$ cat config.mk
export PLATFORM = sky130hd
export DESIGN_NAME = yari_mem_bridge
export DESIGN_NICKNAME = d
export VERILOG_FILES = /design/src/rtl/yari_mem_bridge_pkg.sv /design/src/rtl/mem_tag_fifo.sv /design/src/rtl/yari_mem_bridge.sv
export SDC_FILE = /design/constraint.sdc
export NUM_CORES = 1
export LEC_CHECK = 0
export ABC_AREA = 1
export ABC_CLOCK_PERIOD_IN_PS = 3500
export BUFFER_PORTS_ARGS = -buffer_cell sky130_fd_sc_hd__clkbuf_2
export CELL_PAD_IN_SITES_DETAIL_PLACEMENT = 2
export CELL_PAD_IN_SITES_GLOBAL_PLACEMENT = 2
export CORE_ASPECT_RATIO = 1.4
export CORE_MARGIN = 2
export CORE_UTILIZATION = 22
export DETAILED_ROUTE_END_ITERATION = 8
export HOLD_SLACK_MARGIN = 0.06
export PLACE_DENSITY_LB_ADDON = 0.08
export SLEW_MARGIN = 5
export SYNTH_ARGS = -nofsm -noshare
export SYNTH_HDL_FRONTEND = slang
export SYNTH_HIERARCHICAL = 1
export SYNTH_SLANG_ARGS = --single-unit
$ cat constraint.sdc
create_clock -name clock -period 3.5 [get_ports clock]
set_input_delay 0.525 -clock clock [delete_from_list [all_inputs] [get_ports clock]]
set_output_delay 0.525 -clock clock [all_outputs]
set_load 0.005 [all_outputs]
$ cat src/rtl/yari_mem_bridge_pkg.sv
// Shared constants for the yari memory bridge: requester tags and default geometry.
package yari_mem_bridge_pkg;

    localparam logic [1:0] ID_NONE = 2'd0;
    localparam logic [1:0] ID_DC   = 2'd1;
    localparam logic [1:0] ID_IC   = 2'd2;

    localparam int DEF_DEPTH_LOG2 = 3;
    localparam int DEF_ID_W       = 2;
    localparam int DEF_A_W        = 30;

endpackage

$ cat src/rtl/mem_tag_fifo.sv
// Show-ahead tag FIFO remembering which requester owns each outstanding read.
module mem_tag_fifo #(
    parameter int W          = 2,
    parameter int DEPTH_LOG2 = 3
) (
    input  logic         clock,
    input  logic         rst,
    input  logic         push,
    input  logic         pop,
    input  logic [W-1:0] din,
    output logic [W-1:0] dout,
    output logic         full,
    output logic         empty
);

    localparam int DEPTH = 1 << DEPTH_LOG2;
    localparam logic [DEPTH_LOG2:0] FULL_COUNT = (DEPTH_LOG2 + 1)'(DEPTH);

    logic [W-1:0]          mem [DEPTH];
    logic [DEPTH_LOG2-1:0] wr_ptr;
    logic [DEPTH_LOG2-1:0] rd_ptr;
    logic [DEPTH_LOG2:0]   count;
    logic                  do_push;
    logic                  do_pop;

    assign full    = (count == FULL_COUNT);
    assign empty   = (count == '0);
    assign do_push = push & ~full;
    assign do_pop  = pop & ~empty;
    assign dout    = mem[rd_ptr];

    always_ff @(posedge clock) begin
        if (rst) begin
            wr_ptr <= '0;
            rd_ptr <= '0;
            count  <= '0;
        end else begin
            if (do_push) wr_ptr <= wr_ptr + 1'b1;
            if (do_pop)  rd_ptr <= rd_ptr + 1'b1;
            // Simultaneous push and pop leaves the occupancy unchanged.
            case ({do_push, do_pop})
                2'b10:   count <= count + 1'b1;
                2'b01:   count <= count - 1'b1;
                default: count <= count;
            endcase
        end
    end

    always_ff @(posedge clock) begin
        if (do_push) mem[wr_ptr] <= din;
    end

endmodule

$ cat src/rtl/yari_mem_bridge.sv
// Bridges the yari core mem_* port to an in-order variable-latency slave, tagging returns.
// Optional MEM_BRIDGE_PERF_EN adds read/write/stall performance counters.
module yari_mem_bridge
    import yari_mem_bridge_pkg::*;
#(
    parameter int DEPTH_LOG2 = DEF_DEPTH_LOG2,
    parameter int ID_W       = DEF_ID_W,
    parameter int A_W        = DEF_A_W
) (
    input  logic            clock,
    input  logic            rst,
    output logic            mem_waitrequest,
    input  logic [ID_W-1:0] mem_id,
    input  logic [A_W-1:0]  mem_address,
    input  logic            mem_read,
    input  logic            mem_write,
    input  logic [31:0]     mem_writedata,
    input  logic [3:0]      mem_writedatamask,
    output logic [31:0]     mem_readdata,
    output logic [ID_W-1:0] mem_readdataid,
    input  logic            ext_waitrequest,
    output logic [A_W-1:0]  ext_address,
    output logic            ext_read,
    output logic            ext_write,
    output logic [31:0]     ext_writedata,
    output logic [3:0]      ext_byteenable,
    input  logic [31:0]     ext_readdata,
    input  logic            ext_readdatavalid,
    output logic            err_orphan,
    output logic [31:0]     perf_reads,
    output logic [31:0]     perf_writes,
    output logic [31:0]     perf_stalls
);

    logic            full;
    logic            empty;
    logic            push;
    logic            pop;
    logic            read_only;
    logic [ID_W-1:0] head_id;

    // A simultaneous read and write is treated as a write; the read is dropped.
    assign read_only       = mem_read & ~mem_write;
    assign ext_address     = mem_address;
    assign ext_writedata   = mem_writedata;
    assign ext_byteenable  = mem_writedatamask;
    assign ext_write       = mem_write;
    assign ext_read        = read_only & ~full;
    assign mem_waitrequest = ext_waitrequest | (read_only & full);

    assign push = ext_read & ~ext_waitrequest;
    assign pop  = ext_readdatavalid & ~empty;

    mem_tag_fifo #(
        .W          (ID_W),
        .DEPTH_LOG2 (DEPTH_LOG2)
    ) u_tag_fifo (
        .clock (clock),
        .rst   (rst),
        .push  (push),
        .pop   (pop),
        .din   (mem_id),
        .dout  (head_id),
        .full  (full),
        .empty (empty)
    );

    // Returns are registered; readdata holds its last value when no tag is presented.
    always_ff @(posedge clock) begin
        if (rst) begin
            mem_readdata   <= '0;
            mem_readdataid <= ID_W'(ID_NONE);
            err_orphan     <= 1'b0;
        end else begin
            if (pop) begin
                mem_readdata   <= ext_readdata;
                mem_readdataid <= head_id;
            end else begin
                mem_readdataid <= ID_W'(ID_NONE);
            end
            if (ext_readdatavalid & empty) err_orphan <= 1'b1;
        end
    end

`ifdef MEM_BRIDGE_PERF_EN
    always_ff @(posedge clock) begin
        if (rst) begin
            perf_reads  <= '0;
            perf_writes <= '0;
            perf_stalls <= '0;
        end else begin
            if (push)                                  perf_reads  <= perf_reads + 32'd1;
            if (mem_write & ~ext_waitrequest)          perf_writes <= perf_writes + 32'd1;
            if ((mem_read | mem_write) & mem_waitrequest) perf_stalls <= perf_stalls + 32'd1;
        end
    end
`else
    assign perf_reads  = 32'd0;
    assign perf_writes = 32'd0;
    assign perf_stalls = 32'd0;
`endif

endmodule

==> impl_metrics.yaml <==
power_and_ir_drop:
  peakVddDrop_v: 0.000343
  total_power_w: 0.00298
  power-per-cell-area_nw_per_um2: 729
  leakagePower_nw: 2.06
drt:
  firstDrtPassIters: 3
  dr.first_iter.drc_count: 92
  antenna_nets_post_route: 0
  drt-wirelength-per-cell_um: 12.9
  drt_drc_violations_left: 0
  vias: 2883
  totalWireLength_mm: 10.1
  via_per_inst: 3.68
setup_path:
  critical_path.startpoint_type: "register"
  required_ns: 3.72
  cpLargestDelayFamily: "simple AND/OR/NAND/NOR gates"
  critPathBufInv: 2
  crit_path_end_kind: "register"
  worst-endpoint-arrival_ns: 2.55
  critPathMaxStageDelay_ns: 0.41
  path_max_fanout: 8
  cp_cell_sequence: "nor2_2, nand3_2, inv_1, nor3_1, nand2_2, ha_1, nor2_1, nor2_2, ha_1, a21oi_1, xnor2_1, o21ai_0, inv_1"
  worst_path_max_delay_cell: "sky130_fd_sc_hd__dfxtp_1"
  crit_type: "reg2reg"
global_routing:
  overflow: 0
  grt_start_max_net_pins: 35
  grt_antenna_before_repair: 0
  via_count_of_the_first_global_routing_pass: 2879
  grt_use_total: 0.102
  grt_first_pass_wirelength_mm: 15.4
cts:
  hold_buffers: 0
  clock_sinks: 64
  cts_max_level: 3
  cts.clk_slew.worst_paths_ns: 0.05
  clockRootBuffer: "sky130_fd_sc_hd__clkbuf_16"
  cts_made_buffers: 9
  cts_resized: 0
  cts_post_setup_buffers_inserted: 0
  clock_tree_from_tritoncts: "done"
  ctsLongestPathBuffers: 2
  clkLatencyLatePin_ns: 0.33
min_path:
  worstHoldPathType: "reg2reg"
finish:
  design_area_um2: 4100
  register_area_um2: 1440
  filler_cell_count: 2154
  diodes: 0
  combined_area_of_the_multi_input_logic_cells_um2: 1440
  finalNetCount: 649
  final_common_cell: "sky130_fd_sc_hd__conb_1"
  drive_gt1_frac: 0.192
  final_cell_mix: "sky130_fd_sc_hd__conb_1, sky130_fd_sc_hd__nor2_1, sky130_fd_sc_hd__clkbuf_2, sky130_fd_sc_hd__nand2_1, sky130_fd_sc_hd__inv_1"
  area.growth.synth_to_final_pct: 0.646
timing:
  grt_setup_unrepaired: "no"
  hold-worst-slack_ns: 0.477
  final.min_clock_period_ns: 2.33
  max_freq_ghz: 0.429
  fin_skew_ns: 0.00336
  slew_headroom: 0.528
  tightestPinTransition_ns: 0.707
  post-route-period-util: 0.667
  totalNegativeSetupSlack_ns: 0
  setup_viol: 0
  fin_hold_viols: 0
  final-max-slew-violation-count: 0
floorplan:
  fp-row-count: 58
  die_h_um: 165
  initial_core_util: 0.225
  die_area_um2: 19600
  core_area_um2: 18100
  design.portCount: 306
  die_x_um: 119
place:
  gp_routability_congestion: 0.759
  port-buffer-count: 77
  dp_hpwl_mm: 7.85
  place_area_um2: 3810
logic_synthesis:
  synth.distinct_cells: 31
  flip_flop_and_latch_count_after_synthesis: 64
  synth_largest_area_cell: "sky130_fd_sc_hd__buf_4"
  synth_sequential_area_ratio: 0.354
  netlist_instances: 529
  synth.top_cells.by_area: "sky130_fd_sc_hd__buf_4, sky130_fd_sc_hd__dfxtp_1, sky130_fd_sc_hd__edfxtp_1"
  synthDominantCellAreaShare: 0.303
  ys_warn_count: 6
  syn_area_um2: 4070
  syn-mean-instance-area_um2: 7.69
flow_run:
  drv_cap: 0
status:
  outcome: "finished, final reports clean"
per-stage QoR:
stage,instances,setup WS [ns],util
detailed placement,767,1.08,0.211
CTS,783,1.13,0.227
finish,783,1.17,0.227
global route,783,0.904,0.227
floorplan,624,1.36,-
global placement,767,1.20,0.211
synth_stat cells:
cell type	instances
sky130_fd_sc_hd__buf_1	3
sky130_fd_sc_hd__inv_2	1
sky130_fd_sc_hd__nor2_1	86
sky130_fd_sc_hd__buf_6	6
sky130_fd_sc_hd__nand3_2	2
sky130_fd_sc_hd__inv_1	56
sky130_fd_sc_hd__a211oi_1	1
sky130_fd_sc_hd__nor2_4	1
sky130_fd_sc_hd__nor3b_1	3
sky130_fd_sc_hd__edfxtp_1	16
sky130_fd_sc_hd__nor3b_2	1
sky130_fd_sc_hd__ha_1	5
sky130_fd_sc_hd__o21ai_0	12
sky130_fd_sc_hd__o22ai_1	2
sky130_fd_sc_hd__xor2_1	1
sky130_fd_sc_hd__buf_2	4
sky130_fd_sc_hd__clkbuf_1	1
sky130_fd_sc_hd__nor2_2	2
sky130_fd_sc_hd__nand3_1	36
sky130_fd_sc_hd__mux2i_1	2
sky130_fd_sc_hd__nand2_4	1
sky130_fd_sc_hd__or2_1	1
sky130_fd_sc_hd__xnor2_1	2
sky130_fd_sc_hd__o21bai_1	1
sky130_fd_sc_hd__nor3_1	3
sky130_fd_sc_hd__conb_1	1
sky130_fd_sc_hd__dfxtp_1	48
sky130_fd_sc_hd__nand2_1	57
sky130_fd_sc_hd__buf_4	164
sky130_fd_sc_hd__nand2_2	1
sky130_fd_sc_hd__a21oi_1	9
worst min-delay path: stages, from the launching register on:
cell and delay, ns:
sky130_fd_sc_hd__dfxtp_1 0.32, sky130_fd_sc_hd__nor2_1 0.05, sky130_fd_sc_hd__nor2_1 0.08
report_power, final:
group	internal (W)	switching [W]	leakage, nW
clock network	0.000543	0.000331	0.136
registers	0.000953	0.000116	0.536
logic	0.000380	0.000661	1.39
total	0.00188	0.00111	2.06
metal layers:
layer / share of wire / track usage
met4: 0.053 / 0.0817
met5: 0 / 0
met3: 0.070 / 0.0266
met2: 0.53 / 0.189
met1: 0.34 / 0.0941
layout make-up:
| class | instances | area share |
|---|---|---|
| clock buffer | 9 | 0.0550 |
| clock inverter | 7 | 0.0153 |
| inverter | 57 | 0.0522 |
| multi-input combinational | 325 | 0.351 |
| sequential | 64 | 0.352 |
| tap | 240 | 0.0733 |
| timing repair buffer | 81 | 0.101 |
sequential cells by signal, summed over array words and instances (netlist names), named ones only:
name               flops
err_orphan             1
mem_readdata          32
mem_readdataid         2
u_tag_fifo/count       4
u_tag_fifo/mem        16
u_tag_fifo/rd_ptr      3
u_tag_fifo/wr_ptr      3
cells by family (layout without fill, tap and decap cells):
family / after synthesis / count (layout) / share of synthesized area
fa+ha+maj: 5 / 5 / 0.0154
simple gates: 194 / 194 / 0.205
flops: 64 / 64 / 0.354
buf+inv: 235 / 154 / 0.380
other cells: 1 / 96 / 0.000922
mux: 2 / 2 / 0.00492
xor+xnor: 3 / 3 / 0.00646
compound gates: 25 / 25 / 0.0326
final timing paths:
| check | cells after the start | end | start | slack (ns) |
|---|---|---|---|---|
| setup / recovery | 13 | u_tag_fifo/count[2] | u_tag_fifo/count[0] | 1.17 |
| hold / removal | 2 | mem_readdata[29] | mem_readdata[29] | 0.48 |
| hold reg to reg | 2 | mem_readdata[29] | mem_readdata[29] | 0.48 |
| setup reg to reg | 13 | u_tag_fifo/count[2] | u_tag_fifo/count[0] | 1.17 |
(Power assumes the default switching activity.)
